--- config.mk ---
export PLATFORM = sky130hd
export DESIGN_NAME = fsm_rx_packer_flat
export DESIGN_NICKNAME = d
export VERILOG_FILES = /design/src/rtl/fsm_rx_packer_if.sv /design/src/rtl/fsm_rx_packer.sv /design/src/flat_wrapper.sv
export SDC_FILE = /design/constraint.sdc
export NUM_CORES = 1
export LEC_CHECK = 0
export ABC_AREA = 1
export CAP_MARGIN = 20
export CORE_ASPECT_RATIO = 1.1
export CORE_MARGIN = 3
export CORE_UTILIZATION = 42
export DETAILED_ROUTE_END_ITERATION = 10
export GPL_TIMING_DRIVEN = 0
export PLACE_DENSITY = 0.71
export SLEW_MARGIN = 20
export SYNTH_ARGS = -nofsm -noshare
export SYNTH_HDL_FRONTEND = slang
export SYNTH_SLANG_ARGS = --single-unit
--- constraint.sdc ---
create_clock -name clk -period 1.45 [get_ports clk]
set_clock_uncertainty 0.05 [all_clocks]
set_input_delay 0.435 -clock clk [delete_from_list [all_inputs] [get_ports clk]]
set_output_delay 0.435 -clock clk [all_outputs]
set_load 0.01 [all_outputs]
--- src/rtl/fsm_rx_packer_if.sv ---
// Bus bundle between the RX packer, the serial RX front end and vector memory.
// The master modport is the packer side; slave is the front end / memory side.
interface fsm_rx_packer_if #(
  parameter int RX_W  = 8,
  parameter int BEATS = 2,
  parameter int DEPTH = 1024
) ();
  localparam int MEM_W  = RX_W * BEATS;
  localparam int ADDR_W = $clog2(DEPTH);

  // rx_ready qualifies rx_data for one cycle and has no back-pressure.
  // A memory write transfers on any clk edge with write_enable && write_ready;
  // write_addr/write_data stay stable while write_enable waits for write_ready.
  logic              rx_ready;
  logic [RX_W-1:0]   rx_data;
  logic              write_ready;
  logic              write_enable;
  logic [ADDR_W-1:0] write_addr;
  logic [MEM_W-1:0]  write_data;

  modport master (
    input  rx_ready, rx_data, write_ready,
    output write_enable, write_addr, write_data
  );

  modport slave (
    output rx_ready, rx_data, write_ready,
    input  write_enable, write_addr, write_data
  );
endinterface

--- src/rtl/fsm_rx_packer.sv ---
// Packs BEATS RX beats (LSB beat first) into memory words, writes DEPTH words per frame.
// Optional macro RX_CHECKSUM_EN adds rx_checksum, the XOR of all accepted beats in the frame.
module fsm_rx_packer #(
  parameter int RX_W  = 8,
  parameter int BEATS = 2,
  parameter int DEPTH = 1024
) (
  input  logic                clk,
  input  logic                rst,
  input  logic                start,
  fsm_rx_packer_if.master     bus,
  output logic                busy,
  output logic                frame_done,
  output logic                overflow,
  output logic [1:0]          dbg_state
`ifdef RX_CHECKSUM_EN
  ,
  output logic [RX_W-1:0]     rx_checksum
`endif
);
  localparam int MEM_W  = RX_W * BEATS;
  localparam int ADDR_W = $clog2(DEPTH);
  localparam int CNT_W  = (BEATS > 1) ? $clog2(BEATS) : 1;

  typedef enum logic [1:0] {
    IDLE    = 2'd0,
    COLLECT = 2'd1,
    WRITE   = 2'd2,
    DONE    = 2'd3
  } state_t;

  state_t            state_q, state_d;
  logic [CNT_W-1:0]  beat_cnt_q;
  logic [ADDR_W-1:0] addr_q;
  logic [MEM_W-1:0]  data_q;
  logic              overflow_q;
  logic              last_beat;
  logic              last_addr;

  assign last_beat = (beat_cnt_q == CNT_W'(BEATS - 1));
  assign last_addr = (addr_q == ADDR_W'(DEPTH - 1));

  always_ff @(posedge clk) begin
    if (rst) state_q <= IDLE;
    else     state_q <= state_d;
  end

  always_comb begin
    state_d = state_q;
    unique case (state_q)
      IDLE:    if (start) state_d = COLLECT;
      COLLECT: begin
        if (start)                      state_d = COLLECT;
        else if (bus.rx_ready && last_beat) state_d = WRITE;
      end
      WRITE: begin
        // A restart wins over completion; the concurrent write still lands in memory.
        if (start)                state_d = COLLECT;
        else if (bus.write_ready) state_d = last_addr ? DONE : COLLECT;
      end
      DONE:    state_d = IDLE;
      default: state_d = IDLE;
    endcase
  end

  always_ff @(posedge clk) begin
    if (rst) begin
      beat_cnt_q <= '0;
      addr_q     <= '0;
      data_q     <= '0;
      overflow_q <= 1'b0;
    end else begin
      unique case (state_q)
        IDLE: begin
          if (start) begin
            beat_cnt_q <= '0;
            addr_q     <= '0;
            overflow_q <= 1'b0;
          end
        end
        COLLECT: begin
          if (start) begin
            beat_cnt_q <= '0;
            addr_q     <= '0;
            overflow_q <= 1'b0;
          end else if (bus.rx_ready) begin
            for (int b = 0; b < BEATS; b++) begin
              if (beat_cnt_q == CNT_W'(b)) data_q[b*RX_W +: RX_W] <= bus.rx_data;
            end
            beat_cnt_q <= last_beat ? '0 : beat_cnt_q + CNT_W'(1);
          end
        end
        WRITE: begin
          if (start) begin
            beat_cnt_q <= '0;
            addr_q     <= '0;
            overflow_q <= 1'b0;
          end else begin
            // The last address is held so the frame never wraps.
            if (bus.write_ready && !last_addr) addr_q <= addr_q + ADDR_W'(1);
            if (bus.rx_ready) overflow_q <= 1'b1;
          end
        end
        default: ;
      endcase
    end
  end

`ifdef RX_CHECKSUM_EN
  logic [RX_W-1:0] csum_q;

  always_ff @(posedge clk) begin
    if (rst) begin
      csum_q <= '0;
    end else if (start && state_q != DONE) begin
      csum_q <= '0;
    end else if (state_q == COLLECT && bus.rx_ready) begin
      csum_q <= csum_q ^ bus.rx_data;
    end
  end

  assign rx_checksum = csum_q;
`endif

  assign bus.write_enable = (state_q == WRITE);
  assign bus.write_addr   = addr_q;
  assign bus.write_data   = data_q;
  assign busy             = (state_q == COLLECT) || (state_q == WRITE);
  assign frame_done       = (state_q == DONE);
  assign overflow         = overflow_q;
  assign dbg_state        = state_q;
endmodule

--- src/flat_wrapper.sv ---
// flat-port wrapper written by rule: the top's interface ports become plain ports
module fsm_rx_packer_flat 
#(
  parameter int RX_W  = 8,
  parameter int BEATS = 2,
  parameter int DEPTH = 1024
)
  (clk, rst, start, busy, frame_done, overflow, dbg_state, bus_rx_ready, bus_rx_data, bus_write_ready, bus_write_enable, bus_write_addr, bus_write_data);
  fsm_rx_packer_if #(.RX_W(RX_W), .BEATS(BEATS), .DEPTH(DEPTH)) bus_i ();
  input  logic clk;
  input  logic rst;
  input  logic start;
  output logic busy;
  output logic frame_done;
  output logic overflow;
  output logic [1:0] dbg_state;
  input wire logic [$bits(bus_i.rx_ready)-1:0] bus_rx_ready;
  input wire logic [$bits(bus_i.rx_data)-1:0] bus_rx_data;
  input wire logic [$bits(bus_i.write_ready)-1:0] bus_write_ready;
  output wire logic [$bits(bus_i.write_enable)-1:0] bus_write_enable;
  output wire logic [$bits(bus_i.write_addr)-1:0] bus_write_addr;
  output wire logic [$bits(bus_i.write_data)-1:0] bus_write_data;
  assign bus_i.rx_ready = bus_rx_ready;
  assign bus_i.rx_data = bus_rx_data;
  assign bus_i.write_ready = bus_write_ready;
  assign bus_write_enable = bus_i.write_enable;
  assign bus_write_addr = bus_i.write_addr;
  assign bus_write_data = bus_i.write_data;
  fsm_rx_packer #(.RX_W(RX_W), .BEATS(BEATS), .DEPTH(DEPTH)) u_core (.clk(clk), .rst(rst), .start(start), .bus(bus_i), .busy(busy), .frame_done(frame_done), .overflow(overflow), .dbg_state(dbg_state));
endmodule
# Word level (Yosys, flattened, before mapping)
# Index checks and enable logic that the tools add are counted.
[totals]
ff_bits = 30
output_inout_bits = 32
[classes]
n_addsub = 2
eq_ne = 12
n_mux = 19
n_bitwise = 2
reduce_logical = 15
[op_table]
columns = ["operator", "n"]
rows = [
  ["10-bit 2-to-1 mux", 3],
  ["10-bit one-hot mux with 2 select lines", 1],
  ["2-bit 2-to-1 mux", 6],
  ["3-bit AND reduction", 4],
  ["10-bit by 1-bit adder with 10-bit output (second input constant)", 1],
  ["10-bit equality test (second input constant)", 1],
  ["3-bit != test (second input constant)", 3],
  ["2-bit one-hot mux with 4 select lines", 1],
  ["4-bit AND reduction", 2],
  ["1-bit 2-to-1 mux", 6],
  ["3-bit by 2-bit != test with 1-bit output (second input constant)", 2],
  ["2-bit equality test (second input constant)", 2],
  ["2-bit by 1-bit != test with 1-bit output (second input constant)", 2],
  ["1-bit one-hot mux with 2 select lines", 2],
  ["2-bit nonzero test", 2],
  ["2-bit OR reduction", 2],
  ["2-bit by 1-bit equality test with 1-bit output (second input constant)", 1],
  ["1-bit logical AND", 2],
  ["2-bit logical NOT", 1],
  ["2-bit != test (second input constant)", 1],
  ["1-bit inverter", 2],
  ["1-bit adder (second input constant)", 1],
  ["1-bit logical NOT", 1],
  ["1-bit logical OR", 1],
]

# Longest topological paths before layout
# Gate-level depths: netlist of run 1.
[logic_depth]
ltp_word = 6
mapped_depth = 10

# Least setup slack after synthesis of run 1
# No wires, ideal clock.
[synth_path]
path_type = "register to register"
from = "register u_core.state_q[0] (netlist: u_core.dbg_state[0])"
to = "register u_core.addr_q[8] (netlist: u_core.bus.write_addr[8])"
t_arrival_ps = 1515
t_required_ps = 1285
path_slack_ps = -230
path_stages_with_launch = 10
path_buffers = 1
synth_period_minus_slack_ps = 1680
cell_sequence = "dfxtp_1 > inv_1 > ha_1 > nand2_4 > nor2_2 > nor2_8 > nand2_4 > buf_6 > a21oi_1 > nor2_1"
[synth_lines]
columns = ["item", "line_no", "text"]
rows = [
  ["start: declaration", "fsm_rx_packer.sv:32", "state_t state_q, state_d;"],
  ["start signal: assignment", "fsm_rx_packer.sv:45", "else state_q <= state_d;"],
  ["2-bit equality test (*)", "--", ""],
  ["named net bus_write_enable", "flat_wrapper.sv:20", "output wire logic [$bits(bus_i.write_enable)-1:0] bus_write_enable;"],
  ["3-bit by 2-bit != test with 1-bit output (no source line) / 2-bit nonzero test (equally long branches)", "--", ""],
  ["3-bit AND reduction (no source line)", "--", ""],
  ["end signal: assignment", "fsm_rx_packer.sv:100", "if (bus.write_ready && !last_addr) addr_q <= addr_q + ADDR_W'(1);"],
  ["end: declaration", "fsm_rx_packer.sv:34", "logic [ADDR_W-1:0] addr_q;"],
]
# Mark *: on every way through the listed nets, which the timed path passes. The rest lies on a longest branch.
# A chain may end at the register's enable or synchronous reset.

# Worst setup path after layout of run 1
[layout_path]
from = "register u_core.state_q[1] (netlist: u_core.dbg_state[1])"
to = "output port bus_write_enable"
[layout_between]
elab_chain_cells = 1
[layout_lines]
columns = ["item", "line_no", "text"]
rows = [
  ["2-bit equality test", "fsm_rx_packer.sv:125", "assign bus.write_enable = (state_q == WRITE);"],
  ["end: declaration", "flat_wrapper.sv:20", ""],
]
# Every way passes these cells.

==> metrics.log, run 1 <==
INFO  metric path_cells = buf_12, ha_4, buf_6
INFO  metric fp.dieW = 63.15 um
INFO  metric timing.final.hold_violations = 0
INFO  metric synth_top_cells_by_area = dfxtp_1 (40%), nor2_1 (11%), nand2_1 (7.2%), o21ai_0 (7.0%), inv_1 (4.5%)
INFO  metric max_slew_margin = 71.08%
INFO  metric worstPathArrival = 1.13 ns
INFO  metric power-per-cell-area = 726.6 nW/um2
INFO  metric synth_cell_types = 30
INFO  metric hpwl_after_dpl = 2.593 mm
INFO  metric cts_tree = built
INFO  metric mean_instance_size_in_the_synthesized_netlist = 7.361 um2
INFO  metric critical-path-slowest-cell = dfxtp_4
INFO  metric cts_made_buffers = 5
INFO  metric postRouteAntennaNets = 0
INFO  metric syn_to_final_growth = 71.89%
INFO  metric placement_rows = 22
INFO  metric max_cap_violations = 0
INFO  metric critPathKind = reg -> out
INFO  metric worstPathBufferInverterCount = 2
INFO  metric worst_path_dominant_cell_family = flip-flops
INFO  metric postSynthRegisterBits = 30
INFO  metric ff_latch_area = 636.9 um2
INFO  metric buffers_on_ports = 43
INFO  metric nets = 303
INFO  metric required = 0.97 ns
INFO  metric grt_pass1_vias = 1537
INFO  metric max_stage_delay = 0.38 ns
INFO  metric track_usage = 20.08%
INFO  metric failed_checks = setup timing
INFO  metric timing.final.crit_share = 111.5%
INFO  metric yosysWarnings = 0
INFO  metric finalWeightedCongestion = 0.7919
INFO  metric mostFrequentLayoutCells = nor2_1 (42), nand2_1 (21), buf_4 (19), dfxtp_1 (17), o21ai_1 (13)
INFO  metric drt-pass1-iter-count = 4
INFO  metric critical_path.max_fanout = 4
INFO  metric core_area = 3386 um2
INFO  metric floorplan.die.height = 68.87 um
INFO  metric routed_wire_length_per_instance = 13.61 um
INFO  metric clock-root-buffer = clkbuf_4
INFO  metric share_of_synthesized_area_occupied_by_flip_flops_and_latches = 39.80%
INFO  metric maximum_number_of_pins_on_one_net_before_global_route_repair = 11
INFO  metric fin_hold_ws = 0.3697 ns
INFO  metric clkSlewWorstSetupHoldPaths = 0.11 ns
INFO  metric multi_input_combinational_cell_area = 1020 um2
INFO  metric filler_cell_count = 243
INFO  metric io_pins = 45
INFO  metric grt_remaining_overflow = 0
INFO  metric outcome = finished, violations left
INFO  metric grt_first_pass_wirelength = 6.755 mm
INFO  metric syn-instance-count = 205
INFO  metric worst_setup_path_start_kind = flip-flop
INFO  metric total_standard_cell_area_after_synthesis = 1509 um2
INFO  metric hold_path.class = in -> reg
INFO  metric clock_sinks = 30
INFO  metric setup-violations-final = 15
INFO  metric drt_first_iter_violations = 61
INFO  metric antenna_found_initial = 0
INFO  metric drc_errors = 0
INFO  metric static-leakage-power = 0.001095 uW
INFO  metric yosys.area.top_type = dfxtp_1
INFO  metric final_core_utilization = 76.61%
INFO  metric drv_slew = 0
INFO  metric synth_fp_nets = 223
INFO  metric layout.cells.most_common = nor2_1
INFO  metric post_synth_top_area_share = 39.80%
INFO  metric finalPower = 1885 uW
INFO  metric floorplan.initialDensity = 44.57%
INFO  metric floorplan.die_area = 4349 um2
INFO  metric clock_tree.htree_level_count = 2
INFO  metric clockBufferDepth = 2
INFO  metric timing.final.crit_period = 1.617 ns
INFO  metric num_vias = 1652
INFO  metric cp-end-kind = output port
INFO  metric tightest_slew = 0.4337 ns
INFO  metric setup_ws_post_layout = -0.1666 ns
INFO  metric clock.fmax = 0.6186 GHz
INFO  metric drive_gt1_share = 44.91%
INFO  metric antenna_cells = 0
INFO  metric finalWirelength = 4.532 mm
INFO  metric avgViaCountPerCell = 4.961
INFO  metric rsz0062_at_grt = true
INFO  metric power.ir.vdd_worst = 537.4 uV
INFO  metric clk-insertion-delay-late = 0.33 ns
## through the flow
stage	setup TNS [ns]	area (um2)	setup slack, ns	cells
CTS	-2.189	2459	-0.1663	324
floorplan	-0.09864	1563	-0.01622	205
global route	-3.405	2594	-0.2155	333
finish	-1.465	2594	-0.1666	333
global placement	-20.74	2053	-0.8150	296
detailed placement	-20.61	2053	-0.8294	296
## metal layers
layer  global-route usage [%]  wire length [um]  vias up
li1                         -                 -      827
met1                    22.70              1848      769
met2                    35.97              2332       49
met3                    6.969               296        7
met4                    6.336                55        0
met5                        0                 0        -
## timing repair
item	4_1_cts	5_1_grt
hold buffers	0	0
gates resized for setup	116	59
buffers inserted	20	9
cloned	1	0
endpoints found under the setup margin	61	54
pin swaps	29	26
## worst paths after layout
path	to	slack, ns	startpoint	cells after the start
max	bus_write_enable	-0.17	u_core.dbg_state[1]$_SDFFE_PP0P_	3
min	u_core.bus.write_addr[6]$_SDFFE_PP0P_	0.37	rst	2
max reg2reg	u_core.bus.write_addr[4]$_SDFFE_PP0P_	-0.12	u_core.dbg_state[1]$_SDFFE_PP0P_	10
min reg2reg	u_core.overflow$_SDFFE_PP0P_	0.44	u_core.overflow$_SDFFE_PP0P_	1
## synth_stat cells
cell type and n:
nand4_4 1, nand2_1 29, nand2_4 3, nor2_8 1, o21ai_1 3, nor3_2 1
inv_4 1, nand3b_1 2, a21oi_1 9, nand2_2 1, clkinv_1 1, o21bai_2 2
nand4_1 5, nor3_1 2, a211oi_1 1, o21ai_0 21, nor2_1 46, a31oi_1 1
nor2_2 5, dfxtp_1 30, nand3_4 1, nand3_1 7, a21o_1 1, inv_1 18
clkbuf_1 3, ha_1 5, buf_6 1, inv_2 2, o21a_1 1, xor2_1 1
## layout make-up
class                      instances  area share (%)
inverter                          22           3.763
clock buffer                       5           1.447
timing repair buffer              73           27.11
sequential                        30           24.55
multi-input combinational        149           39.32
buffer                             4           1.110
clock inverter                     2          0.3859
tap                               48           2.315
## logic make-up (layout without fill, tap and decap cells)
family	Yosys count	count (layout)	synth area share, %
buffers and inverters	26	106	7.131
AND/OR/NAND/NOR	104	104	34.00
adder cells (fa/ha/maj)	5	5	4.146
AO/OA/AOI/OAI	39	39	14.35
flip-flops	30	30	39.80
XOR/XNOR	1	1	0.5805
## state kept, by name, summed over array words and instances (netlist names)
name	count
u_core.bus.write_data	16
u_core.bus.write_addr	10
u_core.dbg_state	2
u_core.beat_cnt_q	1
u_core.overflow	1
## where the power goes
part           leakage [uW]  total (uW)  internal (uW)  switching [uW]
registers          0.000252         864            839            24.7
logic              0.000813         547            287             260
clock network     0.0000308         474            174             300
(Power assumes the default switching activity.)
==> run 2, diff against run 1 <==
- GPL_ROUTABILITY_DRIVEN: not set -> 0
- SLEW_MARGIN: 20 -> 0
==> results of run 2 <==
Same layout as run 1: the final DEF is identical, and so are final timing and power.
==> run 3, diff against run 2 <==
- GPL_ROUTABILITY_DRIVEN: 0 -> not set
- MAX_ROUTING_LAYER: not set -> met4
==> metrics.log, run 3 (synthesis gave the netlist of run 1 again) <==
INFO  metric switch_share = 30.81% (was 31.00%)
INFO  metric fp.dieW = 63.15 um (unchanged)
INFO  metric drv_slew = 0 (unchanged)
INFO  metric io_pins = 45 (unchanged)
INFO  metric nets = 303 (unchanged)
INFO  metric grt_remaining_overflow = 0 (unchanged)
INFO  metric max_slew_margin = 71.79% (was 71.08%)
INFO  metric grt_pass1_vias = 1537 (unchanged)
INFO  metric clock.fmax = 0.6190 GHz (was 0.6186 GHz)
INFO  metric outcome = finished, violations left (unchanged)
INFO  metric mostFrequentLayoutCells = nor2_1 (42), nand2_1 (21), buf_4 (19), dfxtp_1 (17), o21ai_1 (13) (unchanged)
INFO  metric combinationalPowerShare = 29.1% (was 29.0%)
INFO  metric floorplan.die.height = 68.87 um (unchanged)
INFO  metric rrSetupSlack = -0.12 ns (about the same)
INFO  metric drt_first_iter_violations = 84 (was 61)
INFO  metric drt-pass1-iter-count = 4 (unchanged)
INFO  metric cts_hold_buf = 0 (unchanged)
INFO  metric max_cap_violations = 0 (unchanged)
INFO  metric timing.final.crit_period = 1.615 ns (was 1.617 ns)
INFO  metric cts_made_buffers = 5 (unchanged)
INFO  metric power-per-cell-area = 724.6 nW/um2 (was 726.6 nW/um2)
INFO  metric critPathKind = reg -> out (unchanged)
INFO  metric drive_gt1_share = 44.91% (unchanged)
INFO  metric largest_register_ffs = 16 (unchanged)
INFO  metric routed_wire_length_per_instance = 13.56 um (was 13.61 um)
INFO  metric buffers_on_ports = 43 (unchanged)
INFO  metric clockBufferDepth = 2 (unchanged)
INFO  metric finalWeightedCongestion = 0.8031
INFO  metric clock_sinks = 30 (unchanged)
INFO  metric hold_path.class = in -> reg (unchanged)
INFO  metric worst_setup_path_startpoint = u_core.dbg_state[1]$_SDFFE_PP0P_ (unchanged)
INFO  metric clock_tree.htree_level_count = 2 (unchanged)
INFO  metric p_clk_share = 24.9% (was 25.1%)
INFO  metric crit_path_end = bus_write_enable (unchanged)
INFO  metric setup_ws_post_layout = -0.1654 ns (was -0.1666 ns)
INFO  metric required = 0.97 ns (about the same)
INFO  metric finalWirelength = 4.517 mm (was 4.532 mm)
INFO  metric layout.cells.most_common = nor2_1 (unchanged)
INFO  metric antenna_cells = 0 (unchanged)
INFO  metric p_int = 1300 uW (about the same)
INFO  metric max_stage_delay = 0.38 ns (about the same)
INFO  metric ff_latch_area = 636.9 um2 (unchanged)
INFO  metric holdCritStartpoint = rst (unchanged)
INFO  metric filler_cell_count = 243 (unchanged)
INFO  metric floorplan.initialDensity = 44.57% (unchanged)
INFO  metric avgViaCountPerCell = 4.949 (was 4.961)
INFO  metric final_core_utilization = 76.61% (unchanged)
INFO  metric power.ir.vdd_worst = 532.1 uV (was 537.4 uV)
INFO  metric maximum_number_of_pins_on_one_net_before_global_route_repair = 11 (unchanged)
INFO  metric critical_path.max_fanout = 4 (unchanged)
INFO  metric path_cells = buf_12, ha_4, buf_6 (unchanged)
INFO  metric rsz0062_at_grt = true (unchanged)
INFO  metric dr.max_layer_used = met4 (unchanged)
INFO  metric critical-path-slowest-cell = dfxtp_4 (unchanged)
INFO  metric met3RoutedLength = 308 um (was 296 um)
INFO  metric num_vias = 1648 (was 1652)
INFO  metric core_area = 3386 um2 (unchanged)
INFO  metric tightest_slew = 0.4232 ns (was 0.4337 ns)
INFO  metric failed_checks = setup timing (unchanged)
INFO  metric clock-root-buffer = clkbuf_4 (unchanged)
INFO  metric met2RoutedLength = 2.316 mm (was 2.332 mm)
INFO  metric cts_tree = built (unchanged)
INFO  metric regToRegStartpoint = u_core.dbg_state[1]$_SDFFE_PP0P_ (unchanged)
INFO  metric clkSlewWorstSetupHoldPaths = 0.10 ns (was 0.11 ns)
INFO  metric grt_first_pass_wirelength = 6.762 mm (was 6.755 mm)
INFO  metric track_usage = 20.67% (was 20.08%)
INFO  metric register_to_register_path_depth = 10 (unchanged)
INFO  metric floorplan.die_area = 4349 um2 (unchanged)
INFO  metric regToRegEndpoint = u_core.bus.write_addr[4]$_SDFFE_PP0P_ (unchanged)
INFO  metric placement_rows = 22 (unchanged)
INFO  metric worst_setup_path_start_kind = flip-flop (unchanged)
INFO  metric drc_errors = 0 (unchanged)
INFO  metric postRouteAntennaNets = 0 (unchanged)
INFO  metric cp-end-kind = output port (unchanged)
INFO  metric timing.final.crit_share = 111.4% (was 111.5%)
INFO  metric static-leakage-power = 0.001095 uW (unchanged)
INFO  metric multi_input_combinational_cell_area = 1020 um2 (unchanged)
INFO  metric power_frac_seq = 46.0% (was 45.8%)
INFO  metric fin_hold_ws = 0.3711 ns (was 0.3697 ns)
INFO  metric switching_power = 579.0 uW (was 584.3 uW)
INFO  metric worstPathArrival = 1.13 ns (about the same)
INFO  metric wirelength_met1 = 1.825 mm (was 1.848 mm)
INFO  metric hpwl_after_dpl = 2.593 mm (unchanged)
INFO  metric syn_to_final_growth = 71.89% (unchanged)
INFO  metric antenna_found_initial = 0 (unchanged)
INFO  metric setup-violations-final = 15 (unchanged)
INFO  metric clk-insertion-delay-late = 0.33 ns (about the same)
INFO  metric timing.final.hold_violations = 0 (unchanged)
==> run 3: cell counts in the layout (fill, tap and decap cells not counted) <==
No cell type changed its count.
==> run 3: critical path, delay by kind of cell, from the launching register on <==
kind / cells / cell delay [ns]
fa+ha+maj: 1 / 0.18
flops: 1 / 0.38
buf+inv: 2 / 0.25
==> run 3: worst min-delay path by stage <==
stage	end	cells past startpoint	slack [ns]
2_1_floorplan	u_core.bus.write_addr[1]$_SDFFE_PP0P_	2	0.43
3_3_place_gp	u_core.overflow$_SDFFE_PP0P_	1	0.40
3_5_place_dp	u_core.overflow$_SDFFE_PP0P_	1	0.41
4_1_cts	u_core.overflow$_SDFFE_PP0P_	1	0.42
5_1_grt	u_core.bus.write_addr[7]$_SDFFE_PP0P_	2	0.39
6_report	u_core.bus.write_addr[6]$_SDFFE_PP0P_	2	0.37
==> run 3: layout make-up <==
cell class	instances	share of cell area, %
Multi-Input combinational cell	149	39.32
Clock inverter	2	0.3859
Tap cell	48	2.315
Timing Repair Buffer	73	27.11
Sequential cell	30	24.55
Buffer	4	1.110
Inverter	22	3.763
Clock buffer	5	1.447
==> run 3: what timing repair did <==
item | 4_1_cts | 5_1_grt
pin swaps | 29 | 26
endpoints found under the setup margin | 61 | 54
gates resized for setup | 116 | 59
buffers inserted | 20 | 9
endpoints found under the hold margin | 0 | 0
gates cloned | 1 | 0
==> run 3: power by group through the flow <==
stage                     sequential, uW  combinational (uW)  clock (uW)
final                                864                 547         469
after detailed placement             895                 344           0
after CTS                            867                 486         476
after floorplan                      904                 204           0
after global routing                 868                 586         503
after global placement               895                 345           0
==> run 3: per-layer routing <==
metal  up-vias  GRT usage [%]
li1        825              -
met1       752          23.19
met2        61          35.97
met3        10          6.159
met4         0          6.336
met5         -              -
==> run 3: metrics by stage <==
stage	cells	setup TNS [ns]	cell area [um2]	setup slack (ns)	power, uW
finish	333	-1.454	2594	-0.1654	1879
global route	333	-3.405	2594	-0.2155	1958
CTS	324	-2.189	2459	-0.1663	1830
detailed placement	296	-20.61	2053	-0.8294	1238
global placement	296	-20.74	2053	-0.8150	1240
floorplan	205	-0.09864	1563	-0.01622	1108
